## src/rtl/neuron_sequencer.sv

```systemverilog
// Sequences bias then INPUT_SIZE weight/input MACs into an external arithmetic unit and holds the result.
// Result valid 2*INPUT_SIZE+3 cycles after BIAS with inputs streaming; one input per two cycles, result held until yumi_i.
module neuron_sequencer #(
    parameter int WORD_SIZE  = 16,
    parameter int INPUT_SIZE = 4,
    parameter int RELU       = 1,
    localparam int AW        = $clog2(INPUT_SIZE + 1)
) (
    input  logic                 clk_i,
    input  logic                 reset_i,
    input  logic [WORD_SIZE-1:0] data_i,
    input  logic                 valid_i,
    output logic                 ready_o,
    output logic [AW-1:0]        mem_addr_o,
    input  logic [WORD_SIZE-1:0] mem_data_i,
    output logic [WORD_SIZE-1:0] lu_mem_o,
    output logic [WORD_SIZE-1:0] lu_data_o,
    output logic                 lu_add_bias_o,
    output logic                 lu_sum_en_o,
    output logic                 lu_reset_o,
    input  logic [WORD_SIZE-1:0] lu_data_i,
    output logic [WORD_SIZE-1:0] data_o,
    output logic                 valid_o,
    input  logic                 yumi_i
);

    typedef enum logic [2:0] {
        S_BIAS,
        S_BIAS_ADD,
        S_WAIT_W,
        S_MAC,
        S_CAPTURE,
        S_DONE
    } state_t;

    localparam logic [AW-1:0] LAST = AW'(INPUT_SIZE - 1);

    state_t               state;
    logic [AW-1:0]        cnt;
    logic [WORD_SIZE-1:0] data_q;

    always_ff @(posedge clk_i) begin
        if (reset_i) begin
            state  <= S_BIAS;
            cnt    <= '0;
            data_q <= '0;
        end else begin
            case (state)
                S_BIAS: begin
                    cnt   <= '0;
                    state <= S_BIAS_ADD;
                end
                S_BIAS_ADD: state <= S_WAIT_W;
                S_WAIT_W:   state <= S_MAC;
                S_MAC: begin
                    if (valid_i) begin
                        // cnt parks on the last index so the address never runs past INPUT_SIZE
                        if (cnt == LAST) begin
                            state <= S_CAPTURE;
                        end else begin
                            cnt   <= cnt + AW'(1);
                            state <= S_WAIT_W;
                        end
                    end
                end
                S_CAPTURE: begin
                    data_q <= (RELU != 0 && lu_data_i[WORD_SIZE-1]) ? '0 : lu_data_i;
                    state  <= S_DONE;
                end
                S_DONE: if (yumi_i) state <= S_BIAS;
                default: state <= S_BIAS;
            endcase
        end
    end

    always_comb begin
        ready_o       = 1'b0;
        valid_o       = 1'b0;
        mem_addr_o    = '0;
        lu_mem_o      = '0;
        lu_data_o     = '0;
        lu_add_bias_o = 1'b0;
        lu_sum_en_o   = 1'b0;
        case (state)
            S_BIAS_ADD: begin
                lu_mem_o      = mem_data_i;
                lu_add_bias_o = 1'b1;
                lu_sum_en_o   = 1'b1;
                mem_addr_o    = AW'(1);
            end
            S_WAIT_W: mem_addr_o = cnt + AW'(1);
            S_MAC: begin
                mem_addr_o = cnt + AW'(1);
                ready_o    = 1'b1;
                if (valid_i) begin
                    lu_data_o   = data_i;
                    lu_mem_o    = mem_data_i;
                    lu_sum_en_o = 1'b1;
                end
            end
            S_DONE:  valid_o = 1'b1;
            default: ;
        endcase
        // reset must silence the handshake and accumulate controls before the state register catches up
        if (reset_i) begin
            ready_o       = 1'b0;
            valid_o       = 1'b0;
            lu_mem_o      = '0;
            lu_data_o     = '0;
            lu_add_bias_o = 1'b0;
            lu_sum_en_o   = 1'b0;
        end
    end

    assign lu_reset_o = reset_i || (state == S_BIAS);
    assign data_o     = data_q;

endmodule

```

## config.mk

```make
export PLATFORM = sky130hd
export DESIGN_NAME = neuron_sequencer
export DESIGN_NICKNAME = d
export VERILOG_FILES = /design/src/rtl/neuron_sequencer.sv
export SDC_FILE = /design/constraint.sdc
export NUM_CORES = 1
export LEC_CHECK = 0
export ABC_AREA = 1
export CORE_UTILIZATION = 30
export CTS_CLUSTER_SIZE = 14
export DETAILED_ROUTE_END_ITERATION = 7
export PLACE_DENSITY = 0.82
export SETUP_SLACK_MARGIN = 0.5
export SYNTH_ARGS = -nofsm -noshare
export SYNTH_HDL_FRONTEND = slang
export SYNTH_SLANG_ARGS = --single-unit
```

## constraint.sdc

```tcl
create_clock -name clk_i -period 1.35 [get_ports clk_i]
set_input_delay 0.405 -clock clk_i [delete_from_list [all_inputs] [get_ports clk_i]]
set_output_delay 0.405 -clock clk_i [all_outputs]
set_load 0.005 [all_outputs]
```

# Word level (Yosys, flattened, before mapping)

Cells that the tools add are included.

Register bits: 22
Input port bits: 52
Output and inout bits: 56
Logic and storage cells: 43

Add/subtract/negate cells: 1
Equality and inequality tests: 9
Mux-type cells: 24
Reduce and logical (&&, ||, !) cells: 6

Operators by type and width:

| operator              | number |
|---|---|
| $mux W16              | 5 |
| $pmux W16 S2          | 1 |
| $pmux W3 S6           | 1 |
| $mux W15              | 1 |
| $mux W3               | 5 |
| $pmux W3 S2           | 2 |
| $eq A3 B2 Y1 const B  | 3 |
| $mux W1               | 8 |
| $eq A3 B3 Y1 const B  | 2 |
| $ne A2 B2 Y1 const B  | 3 |
| $add A3 B1 Y3 const B | 1 |
| $eq A3 B1 Y1 const B  | 1 |
| $logic_not A3 Y1      | 1 |
| $reduce_and A3 Y1     | 1 |
| $pmux W1 S2           | 1 |
| $reduce_and A2 Y1     | 1 |
| $reduce_bool A2 Y1    | 1 |
| $reduce_or A2 Y1      | 1 |
| $logic_or A1 B1 Y1    | 1 |

# Logic depth before layout (Yosys ltp)

Word-level depth: 4
Depth in mapped cells: 7
Depth with buffers taken out: 7

# Worst setup path after synthesis

Ideal clock, no wire load.

Path type: register to output
From: register state[0]
To: output lu_data_o[10]
Data arrival time: 1.033 ns
Required time: 0.945 ns
Slack: -0.088 ns
Cell stages (with the launch flop): 6
Buffers on the path: 1
Path through: dfxtp_1 > nand3_2 > nor2_4 > nand2_4 > buf_12 > nor2_4

Longest elaborated chain between the ends: 3

RTL lines:

| element                | RTL line | text |
|---|---|---|
| from (decl)            | 38       | `state_t state;` |
| from (signal assigned) | 44       | `state <= S_BIAS;` |
| from (signal assigned) | 51       | `state <= S_BIAS_ADD;` |
| from (signal assigned) | 53       | `S_BIAS_ADD: state <= S_WAIT_W;` |
| $eq A3 B2 Y1           | 84       | `case (state)` |
| $mux W16               | 84       |  |
| $mux W16               | 105      | `if (reset_i) begin` |
| to (decl)              | 17       | `output logic [WORD_SIZE-1:0] lu_data_o,` |

Every way passes these cells.

# Worst setup path after layout

From: register state[2]
To: output lu_mem_o[8]

Longest elaborated chain between the ends: 3
Elaborated cells between the ends (all ways): 4
Those cells by class: eq/ne (2); mux (2)

RTL lines:

| element                                      | RTL line | text |
|---|---|---|
| $eq A3 B2 Y1 or $eq A3 B1 Y1 (tied branches) | 84       |  |
| $pmux W16 S2 *                               | 84       |  |
| $mux W16 *                                   | 105      |  |
| to (decl)                                    | 16       | `output logic [WORD_SIZE-1:0] lu_mem_o,` |

Mark *: on every way between the ends. The rest lies on a longest branch, timed or not.

==> flow_summary.ini <==
[critical_path]
r2r_end = data_o[3]
worstSetupPathType = reg2out
cp_common_cell = nand2_2
arrival_ns = 1.41
cp_slowest_cell = dfxtp_2
worst-r2r-setup-slack_ns = -0.18
slowest_delay_ns = 0.34
crit_required_ns = 0.95
crit_buf_inv = 4
crit_family = buffers and inverters
cp_max_fo = 7
crit_path_start_kind = flip-flop
end_kind = output pin
path_cells = inv_4, nand2_2, nor2_2, nand2_2, buf_12, clkbuf_16, nor2_1, buf_2
r2r_start = state[1]
r2r_cells = 9

[placed_design]
place_congestion = 0.843
post-dp-hpwl_um = 3290
io_buffers = 106
pre_cts_ws_ns = -0.988

[sta]
worst_slack_ns = -0.462
fin_setup_tns_ns = -17.35
fin_crit_sh = 1.34
holdWs_ns = 0.468
period_needed_ns = 1.81
fin_skew_ns = 0.00461
max_freq_mhz = 552
hold_violations = 0
rsz0062_at_grt = yes
final-setup-viol-count = 61
drv_slew = 0

[clocking]
cts_buffers = 3
cts-root-buf = clkbuf_8
path_clk_slew_ns = 0.08
cts_max_level = 1
cts_tree = yes
clk_latency_ns = 0.26
clock-sinks = 21
cts_hold_buf = 0
clk_path_buf_depth = 2

[detailed_routing]
drt-total-wl_um = 5940
viasPerCell = 4.70
drt-initial-drc-count = 34
vias = 1899
drc = 0
drt_pass1_iterations = 4
wire_per_inst_um = 14.7
antenna_left = 0

[final_layout]
multiInputGateArea_um2 = 1150
seqCellArea_um2 = 450
nets = 409
final_util = 0.792
n_fill_cell = 267
diodes = 0
area_growth_pct = 146
layout-drive-gt1-share = 0.630

[synth]
synthTopCellsByCount = 42 x inv_1, 42 x nor2_1, 30 x nand2_1, 21 x dfxtp_1, 21 x nand3_1
yosysUniqueCellTypes = 24
syn-num-nets = 261
synth_top_area_share = 0.315
synth_area_um2 = 1330
ys_async_sr_fraction = 0
synth_area_per_cell_um2 = 6.44
synth_edf_count = 0
yosysSeqAreaShare = 0.315
synth_top_cells_by_area = dfxtp_1 32%, inv_1 12%, nor2_1 12%
syn_inst = 207
yosysTopAreaCell = dfxtp_1
ys_seq_elements = 21
yosysWarnings = 0
synth_ff_type = dfxtp_1

[power_and_ir_drop]
p_leak_nw = 1.47
power.density_nw_per_um2 = 965
ir_drop_mv = 0.827

[worst_hold_path]
hold_path_end = data_o[4]
hp-start = data_o[4]
holdPathStages = 2
min_path_type = reg2reg

[grt]
grt_usage = 0.196
grt_pass1_vias = 1624
overflow = 0
antenna_found_initial = 0
grt_max_degree = 16
grt_pass1_wl_um = 7010

[floorplan]
fp.dieW_um = 68.6
initial_core_util = 0.322
pin_count = 108
core.rowCount = 23
die-area_um2 = 4710
coreArea_um2 = 4140
floorplan.die.height_um = 68.6

[outcome]
status = finished with violations
violations = setup timing

[run]
max-cap-violations = 0
worst max-delay path by stage:
stage	from	endpoint	slack [ns]	cells past startpoint
6_report	state[2]	lu_mem_o[8]	-0.46	8
4_1_cts	state[2]	lu_data_o[2]	-0.46	7
5_1_grt	state[2]	lu_mem_o[8]	-0.53	8
3_3_place_gp	reset_i	lu_mem_o[3]	-0.97	6
3_5_place_dp	valid_i	lu_mem_o[9]	-0.99	7
2_1_floorplan	state[2]	lu_data_o[10]	-0.02	6
cell type report:
type                    count  area share
well taps                  50      0.0191
repair inverters            1     0.00495
multi-input cells         135       0.351
flip-flops and latches     21       0.137
repair buffers            149       0.415
clock buffers               3      0.0126
clock inverters             1     0.00152
inverters                  44      0.0583
tightest hold or removal path, stage by stage (launching register included):
cell,delay (ns)
dfxtp_2,0.32
nand2_1,0.05
a21oi_1,0.05
metal layers:
metal,share of wire,GRT usage,vias to the layer above
met5,0,0,-
met4,0.030,0.0625,0
met3,0.081,0.0428,14
met2,0.54,0.371,86
met1,0.35,0.212,876
li1,-,-,923
sequential cells by signal, indices dropped and copies added, names as in the netlist:
name	count
cnt	3
state	3
data_o	15
repair_timing:
action	CTS	global route
hold endpoints to repair	0	0
buffers inserted	13	10
pin swaps	10	28
gates cloned	3	1
gates resized for setup	271	95
setup endpoints to repair	76	76
cells by family after synthesis:
group | share of synthesized area
AND/OR/NAND/NOR | 0.416
buffers and inverters | 0.170
flip-flops | 0.315
AO/OA/AOI/OAI | 0.0770
adder cells (fa/ha/maj) | 0.0188
other | 0.00281
per-stage QoR:
| stage | cells | power (W) | area [µm²] |
|---|---|---|---|
| after detailed placement | 373 | 0.00209 | 2660 |
| after global routing | 404 | 0.00333 | 3280 |
| after floorplan | 207 | 0.00143 | 1480 |
| after global placement | 373 | 0.00206 | 2660 |
| final | 404 | 0.00317 | 3280 |
| after CTS | 393 | 0.00270 | 2810 |
placed cells by master (no fill, tap or decap), types with 2 or more instances in the layout:
cell             instances
nand2_1                 13
dfxtp_4                  2
nand3_2                  7
ha_4                     2
nand3_1                  6
buf_8                    6
clkdlybuf4s50_1         49
nand2_2                 13
a21oi_2                 11
buf_6                   26
buf_12                   2
inv_2                    2
clkdlybuf4s15_2          2
nand2_8                  4
a21oi_1                  7
nor2_1                  12
clkinv_8                 2
nor2_2                  19
nand3b_1                 2
dfxtp_2                 18
inv_1                   38
buf_4                   22
buf_2                   38
nor2_4                  23
clkbuf_8                 3
nand2_4                  4
nand3_4                  9
power breakdown:
group,internal [W],switching [W]
sequential,0.000701,0.0000687
combinational,0.00105,0.000934
clock,0.000206,0.000211
No activity file was read; power rests on OpenSTA's default activity.
